### src/rtl/wb_stage_pipe_if.sv
// MEM -> WB stage bus: the op presented by the MEM stage, its load data,
// and the ready back-pressure returned by the writeback stage.
interface wb_stage_pipe_if #(
  parameter int DATA_W  = 32,
  parameter int JADDR_W = 10,
  parameter int RADDR_W = 5
);
  localparam int OFF_W = $clog2(DATA_W / 8);

  logic               in_valid;
  logic               in_ready;
  logic [2:0]         regsel;
  logic [RADDR_W-1:0] dest;
  logic               reg_we;
  logic               hilo_we;
  logic [DATA_W-1:0]  alulo;
  logic [DATA_W-1:0]  aluhi;
  logic [DATA_W-1:0]  link;
  logic [JADDR_W-1:0] jaddr;
  logic [1:0]         ld_size;
  logic               ld_signed;
  logic [OFF_W-1:0]   ld_off;
  logic [DATA_W-1:0]  memdata;
  logic               mem_valid;

  modport master (
    output in_valid, regsel, dest, reg_we, hilo_we, alulo, aluhi, link,
           jaddr, ld_size, ld_signed, ld_off, memdata, mem_valid,
    input  in_ready
  );

  modport slave (
    input  in_valid, regsel, dest, reg_we, hilo_we, alulo, aluhi, link,
           jaddr, ld_size, ld_signed, ld_off, memdata, mem_valid,
    output in_ready
  );
endinterface

### src/rtl/wb_stage_pipe.sv
// Registered MIPS writeback stage: source select, HI/LO ownership, sub-word
// load alignment, and a one-op stall while load data is outstanding.
module wb_stage_pipe #(
  parameter int DATA_W  = 32,
  parameter int JADDR_W = 10,
  parameter int RADDR_W = 5,
  parameter int CNT_W   = 16
) (
  input  logic               clk,
  input  logic               rst,
  wb_stage_pipe_if.slave     mem_if,
  output logic               rf_we,
  output logic [RADDR_W-1:0] rf_waddr,
  output logic [DATA_W-1:0]  rf_wdata,
  output logic [DATA_W-1:0]  hi_q,
  output logic [DATA_W-1:0]  lo_q,
  output logic [CNT_W-1:0]   wb_count
);

  localparam int OFF_W = $clog2(DATA_W / 8);

  typedef enum logic [0:0] {
    RUN      = 1'b0,
    WAIT_MEM = 1'b1
  } state_t;

  state_t             state_q, state_d;
  logic               rf_we_q, rf_we_d;
  logic [RADDR_W-1:0] rf_waddr_q, rf_waddr_d;
  logic [DATA_W-1:0]  rf_wdata_q, rf_wdata_d;
  logic [DATA_W-1:0]  hi_d, lo_d;
  logic [CNT_W-1:0]   cnt_q, cnt_d;
  logic [RADDR_W-1:0] cap_dest_q, cap_dest_d;
  logic               cap_we_q, cap_we_d;
  logic [1:0]         cap_size_q, cap_size_d;
  logic               cap_signed_q, cap_signed_d;
  logic [OFF_W-1:0]   cap_off_q, cap_off_d;
  logic               accept_s;
  logic [DATA_W-1:0]  src_data_s;

  // Half-word loads drop offset bit 0, so the halfword is always 2-byte aligned.
  function automatic logic [DATA_W-1:0] fmt_load(
    input logic [1:0]        size,
    input logic              sgn,
    input logic [OFF_W-1:0]  off,
    input logic [DATA_W-1:0] data
  );
    logic [7:0]        byte_v;
    logic [15:0]       half_v;
    logic [DATA_W-1:0] res;
    byte_v = data[{off, 3'b000} +: 8];
    half_v = data[{off[OFF_W-1:1], 4'b0000} +: 16];
    case (size)
      2'b01:   res = {{(DATA_W-16){sgn & half_v[15]}}, half_v};
      2'b10:   res = {{(DATA_W-8){sgn & byte_v[7]}}, byte_v};
      default: res = data;
    endcase
    return res;
  endfunction

  assign accept_s        = mem_if.in_valid & (state_q == RUN);
  assign mem_if.in_ready = (state_q == RUN);

  // HI/LO reads use the registered values, so an op that also writes HI/LO sees the old contents.
  always_comb begin
    case (mem_if.regsel)
      3'b000:  src_data_s = mem_if.alulo;
      3'b001:  src_data_s = hi_q;
      3'b010:  src_data_s = lo_q;
      3'b011:  src_data_s = fmt_load(mem_if.ld_size, mem_if.ld_signed, mem_if.ld_off, mem_if.memdata);
      3'b100:  src_data_s = mem_if.link;
      3'b111:  src_data_s = {{(DATA_W-JADDR_W){1'b0}}, mem_if.jaddr};
      default: src_data_s = {DATA_W{1'b0}};
    endcase
  end

  // Next-state and writeback decode.
  always_comb begin
    state_d      = state_q;
    rf_we_d      = 1'b0;
    rf_waddr_d   = rf_waddr_q;
    rf_wdata_d   = rf_wdata_q;
    hi_d         = hi_q;
    lo_d         = lo_q;
    cap_dest_d   = cap_dest_q;
    cap_we_d     = cap_we_q;
    cap_size_d   = cap_size_q;
    cap_signed_d = cap_signed_q;
    cap_off_d    = cap_off_q;
    case (state_q)
      RUN: begin
        if (accept_s) begin
          if (mem_if.hilo_we) begin
            hi_d = mem_if.aluhi;
            lo_d = mem_if.alulo;
          end else begin
            hi_d = hi_q;
            lo_d = lo_q;
          end
          if ((mem_if.regsel == 3'b011) && !mem_if.mem_valid) begin
            cap_dest_d   = mem_if.dest;
            cap_we_d     = mem_if.reg_we;
            cap_size_d   = mem_if.ld_size;
            cap_signed_d = mem_if.ld_signed;
            cap_off_d    = mem_if.ld_off;
            state_d      = WAIT_MEM;
          end else begin
            rf_waddr_d = mem_if.dest;
            rf_wdata_d = src_data_s;
            rf_we_d    = mem_if.reg_we & (mem_if.dest != {RADDR_W{1'b0}});
          end
        end else begin
          state_d = RUN;
        end
      end
      WAIT_MEM: begin
        if (mem_if.mem_valid) begin
          rf_waddr_d = cap_dest_q;
          rf_wdata_d = fmt_load(cap_size_q, cap_signed_q, cap_off_q, mem_if.memdata);
          rf_we_d    = cap_we_q & (cap_dest_q != {RADDR_W{1'b0}});
          state_d    = RUN;
        end else begin
          state_d = WAIT_MEM;
        end
      end
      default: state_d = RUN;
    endcase
    cnt_d = cnt_q + {{(CNT_W-1){1'b0}}, rf_we_d};
  end

  // Pipeline, HI/LO and captured-load registers.
  always_ff @(posedge clk or posedge rst) begin
    if (rst) begin
      state_q      <= RUN;
      rf_we_q      <= 1'b0;
      rf_waddr_q   <= {RADDR_W{1'b0}};
      rf_wdata_q   <= {DATA_W{1'b0}};
      hi_q         <= {DATA_W{1'b0}};
      lo_q         <= {DATA_W{1'b0}};
      cnt_q        <= {CNT_W{1'b0}};
      cap_dest_q   <= {RADDR_W{1'b0}};
      cap_we_q     <= 1'b0;
      cap_size_q   <= 2'b00;
      cap_signed_q <= 1'b0;
      cap_off_q    <= {OFF_W{1'b0}};
    end else begin
      state_q      <= state_d;
      rf_we_q      <= rf_we_d;
      rf_waddr_q   <= rf_waddr_d;
      rf_wdata_q   <= rf_wdata_d;
      hi_q         <= hi_d;
      lo_q         <= lo_d;
      cnt_q        <= cnt_d;
      cap_dest_q   <= cap_dest_d;
      cap_we_q     <= cap_we_d;
      cap_size_q   <= cap_size_d;
      cap_signed_q <= cap_signed_d;
      cap_off_q    <= cap_off_d;
    end
  end

  assign rf_we    = rf_we_q;
  assign rf_waddr = rf_waddr_q;
  assign rf_wdata = rf_wdata_q;
  assign wb_count = cnt_q;

endmodule
### src/flat_wrapper.sv
// flat-port wrapper written by rule: the top's interface ports become plain ports
module wb_stage_pipe_flat 
#(
  parameter int DATA_W  = 32,
  parameter int JADDR_W = 10,
  parameter int RADDR_W = 5,
  parameter int CNT_W   = 16
)
  (clk, rst, rf_we, rf_waddr, rf_wdata, hi_q, lo_q, wb_count, mem_if_in_valid, mem_if_regsel, mem_if_dest, mem_if_reg_we, mem_if_hilo_we, mem_if_alulo, mem_if_aluhi, mem_if_link, mem_if_jaddr, mem_if_ld_size, mem_if_ld_signed, mem_if_ld_off, mem_if_memdata, mem_if_mem_valid, mem_if_in_ready);
  wb_stage_pipe_if #(.DATA_W(DATA_W), .JADDR_W(JADDR_W), .RADDR_W(RADDR_W)) mem_if_i ();
  input  logic clk;
  input  logic rst;
  output logic rf_we;
  output logic [RADDR_W-1:0] rf_waddr;
  output logic [DATA_W-1:0] rf_wdata;
  output logic [DATA_W-1:0] hi_q;
  output logic [DATA_W-1:0] lo_q;
  output logic [CNT_W-1:0] wb_count;
  input wire logic [$bits(mem_if_i.in_valid)-1:0] mem_if_in_valid;
  input wire logic [$bits(mem_if_i.regsel)-1:0] mem_if_regsel;
  input wire logic [$bits(mem_if_i.dest)-1:0] mem_if_dest;
  input wire logic [$bits(mem_if_i.reg_we)-1:0] mem_if_reg_we;
  input wire logic [$bits(mem_if_i.hilo_we)-1:0] mem_if_hilo_we;
  input wire logic [$bits(mem_if_i.alulo)-1:0] mem_if_alulo;
  input wire logic [$bits(mem_if_i.aluhi)-1:0] mem_if_aluhi;
  input wire logic [$bits(mem_if_i.link)-1:0] mem_if_link;
  input wire logic [$bits(mem_if_i.jaddr)-1:0] mem_if_jaddr;
  input wire logic [$bits(mem_if_i.ld_size)-1:0] mem_if_ld_size;
  input wire logic [$bits(mem_if_i.ld_signed)-1:0] mem_if_ld_signed;
  input wire logic [$bits(mem_if_i.ld_off)-1:0] mem_if_ld_off;
  input wire logic [$bits(mem_if_i.memdata)-1:0] mem_if_memdata;
  input wire logic [$bits(mem_if_i.mem_valid)-1:0] mem_if_mem_valid;
  output wire logic [$bits(mem_if_i.in_ready)-1:0] mem_if_in_ready;
  assign mem_if_i.in_valid = mem_if_in_valid;
  assign mem_if_i.regsel = mem_if_regsel;
  assign mem_if_i.dest = mem_if_dest;
  assign mem_if_i.reg_we = mem_if_reg_we;
  assign mem_if_i.hilo_we = mem_if_hilo_we;
  assign mem_if_i.alulo = mem_if_alulo;
  assign mem_if_i.aluhi = mem_if_aluhi;
  assign mem_if_i.link = mem_if_link;
  assign mem_if_i.jaddr = mem_if_jaddr;
  assign mem_if_i.ld_size = mem_if_ld_size;
  assign mem_if_i.ld_signed = mem_if_ld_signed;
  assign mem_if_i.ld_off = mem_if_ld_off;
  assign mem_if_i.memdata = mem_if_memdata;
  assign mem_if_i.mem_valid = mem_if_mem_valid;
  assign mem_if_in_ready = mem_if_i.in_ready;
  wb_stage_pipe #(.DATA_W(DATA_W), .JADDR_W(JADDR_W), .RADDR_W(RADDR_W), .CNT_W(CNT_W)) u_core (.clk(clk), .rst(rst), .mem_if(mem_if_i), .rf_we(rf_we), .rf_waddr(rf_waddr), .rf_wdata(rf_wdata), .hi_q(hi_q), .lo_q(lo_q), .wb_count(wb_count));
endmodule
### config.mk
export PLATFORM = sky130hd
export DESIGN_NAME = wb_stage_pipe_flat
export DESIGN_NICKNAME = d
export VERILOG_FILES = /design/src/rtl/wb_stage_pipe_if.sv /design/src/rtl/wb_stage_pipe.sv /design/src/flat_wrapper.sv
export SDC_FILE = /design/constraint.sdc
export NUM_CORES = 1
export LEC_CHECK = 0
export ABC_AREA = 1
export CORE_ASPECT_RATIO = 1.2
export CORE_MARGIN = 2
export CORE_UTILIZATION = 40
export CTS_CLUSTER_SIZE = 14
export DETAILED_ROUTE_END_ITERATION = 8
export PLACE_DENSITY_LB_ADDON = 0.15
export SYNTH_ARGS = -nofsm -noshare
export SYNTH_HDL_FRONTEND = slang
export SYNTH_SLANG_ARGS = --single-unit
### constraint.sdc
create_clock -name clk -period 5.4 [get_ports clk]
set_clock_uncertainty 0.2 [all_clocks]
set_input_delay 1.35 -clock clk [delete_from_list [all_inputs] [get_ports clk]]
set_output_delay 1.35 -clock clk [all_outputs]
set_load 0.01 [all_outputs]
==> run_results.csv <==
group,metric,value,unit
logic_synthesis,postSynthCellCount,1137,
floorplan,coreArea,19000,sq um
critical_path,arrival,4130,ps
clock_tree,clk_latency,420,ps
placed_design,placed_area,10700,sq um
drt,dr.pass1.iters,7,
timing,rsz0062_at_grt,"false",
drt,wl_met3,2120,microns
timing,slew_headroom,0.343,
clock_tree,cts-root-buf,"clkbuf_16",
layout,layout-drive-gt1-share,0.0567,
timing,tns,0,ps
power_and_ir_drop,p_int,2.36,mW
power_and_ir_drop,clkPwrFrac,0.322,
critical_path,worstSetupPathType,"in2reg",
power_and_ir_drop,ir_drop,230,uV
clock_tree,cts_sinks,130,
power_and_ir_drop,p_leak,5.36,nW
clock_tree,cts_buffer_depth,2,
worst_hold_path,hold_path_class,"reg2reg",
layout,most-common-layout-cells,"380 x nand2_1, 275 x clkdlybuf4s50_1, 140 x nor2_1",
floorplan,dieArea,20600,sq um
drt,drt_iter0_drc,745,
drt,vias_per_cell,5.07,
critical_path,worstSetupEndpointType,"flip-flop",
layout,final_common_cell,"nand2_1",
clock_tree,numCtsBuffers,17,
power_and_ir_drop,power.switching,1.23,mW
run_status,outcome,"finished, final reports clean",
timing,hold_violations,0,
power_and_ir_drop,swShare,0.343,
layout,syn_to_final_growth,44.9,%
logic_synthesis,ys_ff_latch,130,
timing,fin_crit,3990,ps
power_and_ir_drop,pwr-share-seq,0.354,
floorplan,die_h,157,microns
drt,route.met2.wl,13400,microns
timing,setup_ws,1410,ps
critical_path,required,5540,ps
placed_design,port-buffer-count,275,
logic_synthesis,ys_seq_area_frac,0.418,
drt,ant_nets,0,
logic_synthesis,synthArstFlopShare,1.00,
clock_tree,cts_setup_buffers,0,
floorplan,fp.dieW,131,microns
global_route,grt_max_degree,93,
power_and_ir_drop,pwr-share-comb,0.323,
layout,layout.nets,1543,
logic_synthesis,synth_fp_nets,1300,
drt,wl_per_cell,16.9,microns
floorplan,rows,55,
clock_tree,hold_buffers,0,
clock_tree,cts.repair.resized,0,
run,drv_cap,0,
global_route,overflow,0,
logic_synthesis,synth_cell_types,30,
drt,drt-met1-wl,11800,microns
placed_design,dp_hpwl,20400,microns
global_route,grtUsageTotal,0.267,
critical_path,cp-start-kind,"input port",
critical_path,critical_path.max_fanout,8,
global_route,grt_pass1_vias,7843,
clock_tree,path_clk_slew,60,ps
logic_synthesis,netlist_area,7780,sq um
placed_design,place_ws,1070,ps
logic_synthesis,synth_edf_count,0,
floorplan,io_pins,276,
logic_synthesis,syn_avg_cell_area,6.85,sq um
timing,final-setup-viol-count,0,
timing,tightest_slew,978,ps
drt,drcViolationCount,0,
timing,period_share,0.739,
power_and_ir_drop,powerDensity,319,nW/um^2
clock_tree,cts_max_level,4,
logic_synthesis,synth_warnings,0,
timing,drv_slew,0,
timing,max_freq,251,MHz
clock_tree,cts_tree,"built",
drt,routed-via-count,8360,
global_route,antenna_found_initial,0,
power_and_ir_drop,power,3.60,mW
layout,design_area,11300,sq um
drt,top_layer,"met4",
placed_design,place.gp.congestion,0.918,
floorplan,start_util,0.410,
drt,wirelength,27900,microns
layout,diodes,0,
global_route,grt_pass1_wl,42900,microns
logic_synthesis,synthFlopType,"dfrtp_1",
## critical path, cell delays in order
cell,delay [ps]
clkdlybuf4s50_1,700
inv_2,110
nand3_2,120
nor2_2,60
inv_2,60
nand4_1,70
o21ai_0,140
ha_1,230
ha_1,190
nand3_1,130
nor3_1,260
nand3_1,170
nor2_1,150
nand2_1,100
nor2_1,130
xor2_1,170
## power groups by stage
stage,Combinational (mW),Sequential [mW],Clock [mW]
finish,1.16,1.27,1.16
global route,1.27,1.30,1.22
CTS,1.17,1.27,1.17
detailed placement,1.16,1.29,0
global placement,1.15,1.28,0
floorplan,0.503,1.33,0
## per-layer routing
layer | vias up | global-route usage
met1 | 3866 | 0.348
met4 | 0 | 0.0704
li1 | 4136 | -
met2 | 320 | 0.444
met5 | - | 0
met3 | 38 | 0.0703
## state kept, by name (all words and copies together), names as in the netlist
name                 flops
u_core.cap_signed_q      1
u_core.cap_we_q          1
u_core.rf_waddr          5
u_core.rf_we             1
u_core.cap_off_q         2
u_core.cap_size_q        2
u_core.state_q           1
u_core.rf_wdata         32
u_core.wb_count         16
u_core.cap_dest_q        5
u_core.hi_q             32
u_core.lo_q             32
## metrics by stage
step	hold WS (ps)	utilization	std cells
6_report	276	0.594	1649
3_5_place_dp	268	0.563	1617
4_1_cts	276	0.594	1649
3_3_place_gp	262	0.563	1617
2_1_floorplan	275	-	1137
5_1_grt	298	0.594	1649
## Yosys cell counts, types with 4 or more instances
library cell	instances	area [sq um]
a21oi_1	124	621
a31oi_1	6	37.5
buf_1	5	18.8
buf_2	19	95.1
clkbuf_1	37	139
dfrtp_1	130	3250
ha_1	6	75.1
inv_1	86	323
inv_2	5	18.8
mux2_2	21	236
nand2_1	381	1430
nand3_1	43	215
nand4_1	6	37.5
nor2_1	141	529
nor3_1	5	25.0
o211ai_1	4	30.0
o21ai_0	78	390
o22ai_1	13	81.3
xnor2_1	4	35.0
xor2_1	10	87.6
## final cells by class
class / count / area [sq um]
fill: 1842 / 7720
multi-input combinational: 851 / 3920
inverter: 92 / 350
sequential: 130 / 3250
clock inverter: 14 / 143
timing repair buffer: 288 / 2850
clock buffer: 18 / 439
tap: 256 / 320
## cell families (layout without fill, tap and decap cells)
| kind of cell | after synthesis | after routing | synth area share |
|---|---|---|---|
| flops | 130 | 130 | 0.418 |
| compound gates | 228 | 228 | 0.152 |
| fa+ha+maj | 6 | 6 | 0.00964 |
| buf+inv | 156 | 412 | 0.0797 |
| simple gates | 582 | 582 | 0.295 |
| xor+xnor | 14 | 14 | 0.0158 |
| mux | 21 | 21 | 0.0304 |
## path summary, 6_finish.rpt
| kind | slack [ps] | from | end | cells after the start |
|---|---|---|---|---|
| worst max-delay path | 1410 | mem_if_regsel[2] | u_core.wb_count[14] | 16 |
| worst min-delay path | 280 | u_core.wb_count[15] | u_core.wb_count[15] | 1 |
| worst max register to register | 2010 | u_core.state_q | u_core.wb_count[14] | 15 |
| worst min register to register | 280 | u_core.wb_count[15] | u_core.wb_count[15] | 1 |
| max in group asynchronous | 2850 | rst | u_core.cap_size_q[0] | 3 |
| min in group asynchronous | 1270 | rst | u_core.hi_q[17] | 2 |
Note: power is estimated with default switching activity, not from simulation.
